File: config.mk
export PLATFORM = sky130hd
export DESIGN_NAME = multi_mem_access_ctrl
export DESIGN_NICKNAME = d
export VERILOG_FILES = /design/src/rtl/multi_mem_access_ctrl.sv
export SDC_FILE = /design/constraint.sdc
export NUM_CORES = 1
export LEC_CHECK = 0
export BUFFER_PORTS_ARGS = -buffer_cell sky130_fd_sc_hd__buf_2
export CELL_PAD_IN_SITES_DETAIL_PLACEMENT = 1
export CELL_PAD_IN_SITES_GLOBAL_PLACEMENT = 2
export CORE_ASPECT_RATIO = 1.1
export CORE_MARGIN = 4
export CORE_UTILIZATION = 27
export CTS_CLUSTER_DIAMETER = 100
export DETAILED_ROUTE_END_ITERATION = 10
export HOLD_SLACK_MARGIN = 0.12
export PLACE_DENSITY_LB_ADDON = 0.1
export SYNTH_ARGS = -nofsm -noshare
export SYNTH_HDL_FRONTEND = slang
export SYNTH_SLANG_ARGS = --single-unit
File: constraint.sdc
create_clock -name clk -period 2.6 [get_ports clk]
set_clock_uncertainty 0.05 [all_clocks]
set_input_delay 0.52 -clock clk [delete_from_list [all_inputs] [get_ports clk]]
set_output_delay 0.52 -clock clk [all_outputs]
set_load 0.02 [all_outputs]
File: src/rtl/multi_mem_access_ctrl.sv
// ---------------------------------------------------------------------------
// multi_mem_access_ctrl
//
// Load/store access controller sitting between the multi-cycle CPU datapath
// and the registered data memory wrapper. Takes byte-addressed byte, half and
// word requests, drives the word-addressed memory port, and returns
// lane-extracted, sign- or zero-extended load data. Sub-word stores are done
// as a read-modify-write when SUBWORD_RMW_EN is defined. Without that macro,
// byte and half stores are rejected through the error path with no memory
// access.
//
// Configuration macro: SUBWORD_RMW_EN
//
// Parameters
//   ADDR_W    memory word-address width (mem_addr = addr[ADDR_W+1:2])
//   READ_LAT  cycles from the first mem_re cycle to valid mem_dout
//
// Ports
//   clk       in   1       system clock, rising edge
//   rst       in   1       synchronous active-high reset
//   req       in   1       request, sampled only while idle
//   we        in   1       1 = store, 0 = load
//   size      in   2       00 byte, 01 half, 10 word, 11 illegal
//   uns       in   1       load zero-extend (1) / sign-extend (0)
//   addr      in   32      byte address, little-endian lanes
//   wdata     in   32      store data (low byte/half used for sub-word)
//   rdata     out  32      load result, held until the next load completes
//   done      out  1       one-cycle completion pulse
//   err       out  1       valid with done: misaligned or illegal access
//   busy      out  1       high whenever not idle
//   mem_addr  out  ADDR_W  word address to the memory wrapper
//   mem_we    out  1       memory write enable
//   mem_re    out  1       memory read-capture enable
//   mem_din   out  32      memory write data
//   mem_dout  in   32      memory read data
// ---------------------------------------------------------------------------
module multi_mem_access_ctrl #(
    parameter int ADDR_W   = 10,
    parameter int READ_LAT = 2
) (
    input  logic              clk,
    input  logic              rst,
    input  logic              req,
    input  logic              we,
    input  logic [1:0]        size,
    input  logic              uns,
    input  logic [31:0]       addr,
    input  logic [31:0]       wdata,
    output logic [31:0]       rdata,
    output logic              done,
    output logic              err,
    output logic              busy,
    output logic [ADDR_W-1:0] mem_addr,
    output logic              mem_we,
    output logic              mem_re,
    output logic [31:0]       mem_din,
    input  logic [31:0]       mem_dout
);

    localparam logic [2:0] S_IDLE = 3'd0;
    localparam logic [2:0] S_RD   = 3'd1;
    localparam logic [2:0] S_WR   = 3'd2;
    localparam logic [2:0] S_DONE = 3'd3;
    localparam logic [2:0] S_ERR  = 3'd4;

    // The read phase lasts READ_LAT+1 cycles; the capture happens when the
    // counter reaches this value.
    localparam logic [2:0] RD_LAST = 3'(READ_LAT);

    logic [2:0]        state;
    logic [2:0]        cnt;
    logic              we_q;
    logic [1:0]        size_q;
    logic              uns_q;
    logic [1:0]        lane_q;
    logic [ADDR_W-1:0] waddr_q;
    // Holds the word to be written: raw wdata for word stores, the merged
    // word after the read phase of a sub-word store.
    logic [31:0]       word_q;

    logic              misaligned;
    logic              reject;
    logic [7:0]        byte_sel;
    logic [15:0]       half_sel;
    logic [31:0]       load_ext;

    // Address bits above the memory size are deliberately dropped so that
    // accesses wrap modulo the memory.
    logic              unused_addr_bits;
    assign unused_addr_bits = ^addr[31:ADDR_W+2];

    // Request classification, evaluated on the live inputs while idle.
    always_comb begin
        misaligned = (size == 2'b11)
                   | ((size == 2'b01) & addr[0])
                   | ((size == 2'b10) & (addr[1:0] != 2'b00));
`ifdef SUBWORD_RMW_EN
        reject = misaligned;
`else
        reject = misaligned | (we & (size != 2'b10));
`endif
    end

    // Lane extraction and sign/zero extension of the captured read word.
    always_comb begin
        byte_sel = mem_dout[{lane_q, 3'b000} +: 8];
        half_sel = lane_q[1] ? mem_dout[31:16] : mem_dout[15:0];
        case (size_q)
            2'b00:   load_ext = {{24{~uns_q & byte_sel[7]}}, byte_sel};
            2'b01:   load_ext = {{16{~uns_q & half_sel[15]}}, half_sel};
            default: load_ext = mem_dout;
        endcase
    end

`ifdef SUBWORD_RMW_EN
    logic [31:0] merge_word;

    // Replace the addressed lane of the read word with the store data.
    always_comb begin
        merge_word = mem_dout;
        if (size_q == 2'b00) begin
            merge_word[{lane_q, 3'b000} +: 8] = word_q[7:0];
        end else begin
            merge_word[{lane_q[1], 4'b0000} +: 16] = word_q[15:0];
        end
    end
`endif

    // Main controller FSM. Request fields are latched only on acceptance,
    // so anything driven while busy is ignored.
    always_ff @(posedge clk) begin
        if (rst) begin
            state   <= S_IDLE;
            cnt     <= 3'd0;
            rdata   <= 32'd0;
            we_q    <= 1'b0;
            size_q  <= 2'b00;
            uns_q   <= 1'b0;
            lane_q  <= 2'b00;
            waddr_q <= '0;
            word_q  <= 32'd0;
        end else begin
            case (state)
                S_IDLE: begin
                    if (req) begin
                        we_q    <= we;
                        size_q  <= size;
                        uns_q   <= uns;
                        lane_q  <= addr[1:0];
                        waddr_q <= addr[ADDR_W+1:2];
                        word_q  <= wdata;
                        cnt     <= 3'd0;
                        if (reject) begin
                            state <= S_ERR;
                        end else if (we && (size == 2'b10)) begin
                            state <= S_WR;
                        end else begin
                            state <= S_RD;
                        end
                    end
                end
                S_RD: begin
                    if (cnt == RD_LAST) begin
                        if (we_q) begin
`ifdef SUBWORD_RMW_EN
                            word_q <= merge_word;
`endif
                            state <= S_WR;
                        end else begin
                            rdata <= load_ext;
                            state <= S_DONE;
                        end
                    end else begin
                        cnt <= cnt + 3'd1;
                    end
                end
                S_WR:    state <= S_DONE;
                S_DONE:  state <= S_IDLE;
                S_ERR:   state <= S_IDLE;
                default: state <= S_IDLE;
            endcase
        end
    end

    // Status and memory port are decoded from the state, so a write that is
    // in its WR cycle at a reset edge still lands in memory.
    always_comb begin
        busy     = (state != S_IDLE);
        done     = (state == S_DONE) || (state == S_ERR);
        err      = (state == S_ERR);
        mem_re   = (state == S_RD);
        mem_we   = (state == S_WR);
        mem_addr = (mem_re || mem_we) ? waddr_q : '0;
        mem_din  = mem_we ? word_q : 32'd0;
    end

endmodule
==> results.md <==
- The number of global-route vias before repair is 4,400.
- Of the total synthesized cell area, the portion taken by AND, OR, NAND and NOR gates is 0.296.
- The die covers 0.0171 mm^2.
- The tool flagged a number of max-cap violations equal to 0.
- The final number of hold-violating endpoints was 0.
- The commonest cells after synthesis are nand2_1 (122), dfxtp_1 (86), a21oi_1 (57).
- The root buffer cell is clkbuf_16.
- The max-slew violation count is 0.
- Measured against its own limit, the worst slew margin works out to 0.550.
- For this run, the post-layout net count is 763.
- For met1 alone, demand over resource in global routing was 0.187.
- By area the synthesized netlist is led by dfxtp_1 (42%), nand2_1 (11%), a21oi_1 (7.0%).
- For this design the static power due to leakage is 0.00231 uW.
- For this design the top-level I/O count stands at 182.
- For this design the ratio of total power to cell area is 698 mW/mm^2.
- The worst-case IR drop observed on VDD is 0.322 mV.
- The number of port buffers is 161.
- In the synthesized netlist the dominant register cell turns out to be dfxtp_1.
- The post-synthesis sequential area ratio is 0.423.
- Data arrives at the worst endpoint at 1.89 ns.
- The number of nets in the synthesized netlist is 618.
- The CTS tree is built.
- Traced cell by cell, the critical path runs through nor3b_2 -> buf_4 -> and2_1 -> buf_2.
- The average routed wire per standard cell is 16.6 um.
- The die width is 125 um.
- The standard-cell row count is 46.
- Summing all placed instances gives a cell area of 0.00505 mm^2.
- The cell with the most instances after synthesis is nand2_1.
- For this run, the detailed router's first-pass iteration total came to 4.
- The buffer count from post-CTS setup fixing is 0.
- The share of the synthesized area in the top cell type is 0.423.
- The fraction of the cycle the final worst path needs is 0.947.
- After layout, the minimum clock period comes to 2.46 ns.
- The post-synthesis cell type with the largest combined area is dfxtp_1.
- The first routing iteration left 147 violations.
- The chip height is 137 um.
- The CTS buffer count is 9.
- Of the total power, registers draw 0.390.
- Of the total power, combinational logic draws 0.185.
- Summed over all failing endpoints, the final setup total negative slack is 0 ns.
- Setup repair after global routing left no endpoint under its margin.
- Entering global routing, the biggest net connects 38 pins.
- The routability congestion estimate from global placement is 0.754.
- Of the total power, the share spent switching nets is 0.284.
- Summing all non-filler instances in the final layout gives an area of 0.00542 mm^2.
- The fraction of registers with async set or reset after synthesis is 0.
- Summed over all layers, the global routing overflow is 0.
- The wire length of the first global-routing pass is 22,700 um.
- The initial antenna violation count came to 2.
- The top achievable clock speed is 406 MHz.
- In the routed design, unresolved DRC markers number 0.
- After synthesis, the netlist uses 47 different library cells.
- The longest clock path from root to sink contains 2 buffers.
- The busiest layer in global routing is met2.
- The share of power burned in the clock network is 0.424.
- The core region is 0.0146 mm^2.
- Of the total synthesized cell area, the portion taken by full adders, half adders and majority gates is 0.00615.
- For met2 alone, demand over resource in global routing was 0.310.
- Hold repair after CTS inserted 0 buffers.
- The maximum cell stage delay along the critical path is 0.46 ns.
- Once detailed placement completed, the half-perimeter wirelength came to 10,400 um.
- The compound-cell area share of the yosys netlist is 0.188.
- The combinational family with the most area after synthesis is simple AND/OR/NAND/NOR gates.
- The critical path startpoint category is a flip-flop.
- The sum of buffers and inverters on the critical path is 2.
- The slowest stage of the critical path belongs to the cell dfxtp_1.
- The area growth from synthesis to layout is 33.3%.
- Setup violations remaining at the end of the flow were counted as 0.
- The required time of the critical path is 2.03 ns.
- The endpoint class of the critical path is a primary output.
- After detailed routing, the total wire length is 14,200 um.
- The total number of yosys warnings is 0.
- The number of antenna repair diodes is 0.
- The overall fraction of global-route tracks in use is 0.166.
- The parity-gate share of the synthesized area counting xor and xnor cells is 0.00215.
- The analysis attributes to net switching a power of 1080 uW.
- The share of post-route cells with drive strength above 1 is 0.314.
- The mux contribution to synthesized area is 0.0271.
- The worst register-to-register path has a setup slack of 0.43 ns.
- The cell area after synthesis is 0.00407 mm^2.
- The cell count after synthesis is 513.
- The remaining antenna violation count is 0.
- The initial standard-cell utilization of the core is 0.278.
- The quantity of gates resized following cts is 0.
- The detail-routed via count per cell is 4.82.
- The number of sinks on the clock net is 86.
- The met3 track utilization from global routing is 0.0398.
- The average cell area after synthesis is 7.93 um^2.
- The class of the tightest hold or removal check is input pin to flip-flop.
- For this block, the via count after detailed routing is 4,122.
- The run finished with clean final reports.
- The H-tree generated during clock tree synthesis spans 3 levels.
- Along the worst path, the maximum fanout reaches 25.
- The kind of critical path is flip-flop to primary output.
- The clock edge transition at the registers on the reported setup and hold paths is 0.07 ns.
- On the critical path the largest part of the delay comes from simple AND/OR/NAND/NOR gates.
- The transition at the pin with the smallest max-transition slack is 0.674 ns.
- Counting flops and latches in the post-synthesis netlist gives 86.
- The number of enable-type register cells in the synthesized netlist is 0.
- The internal portion of total power is 2710 uW.
- The latest clock arrival within the worst-skew pair is 0.34 ns.
==> worst register-to-register path: cells and delay by family (launching register included) <==
kind / cells / cell delay (ns)
AND/OR/NAND/NOR: 2 / 0.74
flip-flops: 1 / 0.62
AO/OA/AOI/OAI: 2 / 0.61
==> layout by cell type, fill, tap and decap left out, drive strengths merged, types with 3 or more instances in the layout <==
master  count
a211oi     26
mux2i      11
bufinv      4
o22ai       3
o2111a      6
nand3      14
a21oi      58
clkbuf      9
nor2b      12
buf       177
and2       33
nand2b      4
dfxtp      86
nor2       35
nand2     122
a31o        6
nor3        5
o21bai      3
inv         8
nand3b     13
==> power by group through the flow <==
stage	clock network [uW]	registers, uW	logic, uW
after floorplan	0	1480	474
after global placement	0	1500	705
after detailed placement	0	1510	716
after CTS	1660	1480	720
after global routing	1720	1490	788
final	1610	1480	702
==> layout make-up <==
cell class / count / area (um^2)
Fill cell: 1815 / 9200
Clock inverter: 7 / 145
Timing Repair Buffer: 177 / 926
Clock buffer: 9 / 225
Multi-Input combinational cell: 377 / 2140
Tap cell: 192 / 240
Inverter: 7 / 26.3
Sequential cell: 86 / 1720
==> routing by layer <==
metal | wire length [um] | share of wire | up-vias
met5 | 25 | 0.0018 | -
met4 | 193 | 0.014 | 4
met3 | 741 | 0.052 | 17
met2 | 7330 | 0.52 | 104
met1 | 5920 | 0.42 | 1964
li1 | - | - | 2033
==> through the flow <==
stage / power [uW] / setup WS, ns / util / hold slack [ns] / std cells
3_3_place_gp: 2210 / 0.414 / 0.345 / 0.387 / 839
5_1_grt: 4000 / 0.0177 / 0.371 / 0.352 / 855
2_1_floorplan: 1950 / 0.517 / - / 0.382 / 513
4_1_cts: 3860 / 0.0502 / 0.371 / 0.345 / 855
3_5_place_dp: 2220 / 0.428 / 0.345 / 0.392 / 839
6_report: 3790 / 0.138 / 0.371 / 0.360 / 855
==> cells by family after synthesis <==
logic type / after synthesis
and+or+nand+nor: 249
AOI/OAI and AO/OA: 114
DFF: 86
buffers and inverters: 50
muxes: 11
adders and majority gates: 2
xor gates and xnor gates: 1
==> registers in the layout (all words and copies together) (netlist names) <==
register  cells
uns_q         1
word_q       32
waddr_q      10
lane_q        2
rdata        32
size_q        2
cnt           3
we_q          1
state         3
==> worst paths after layout <==
path	end	cells past startpoint	start
worst max register to register	rdata[27]	4	state[0]
worst min register to register	word_q[4]	2	word_q[4]
worst max-delay path	mem_din[19]	4	state[0]
worst min-delay path	word_q[27]	3	wdata[27]
No activity file was read; power rests on OpenSTA's default activity.
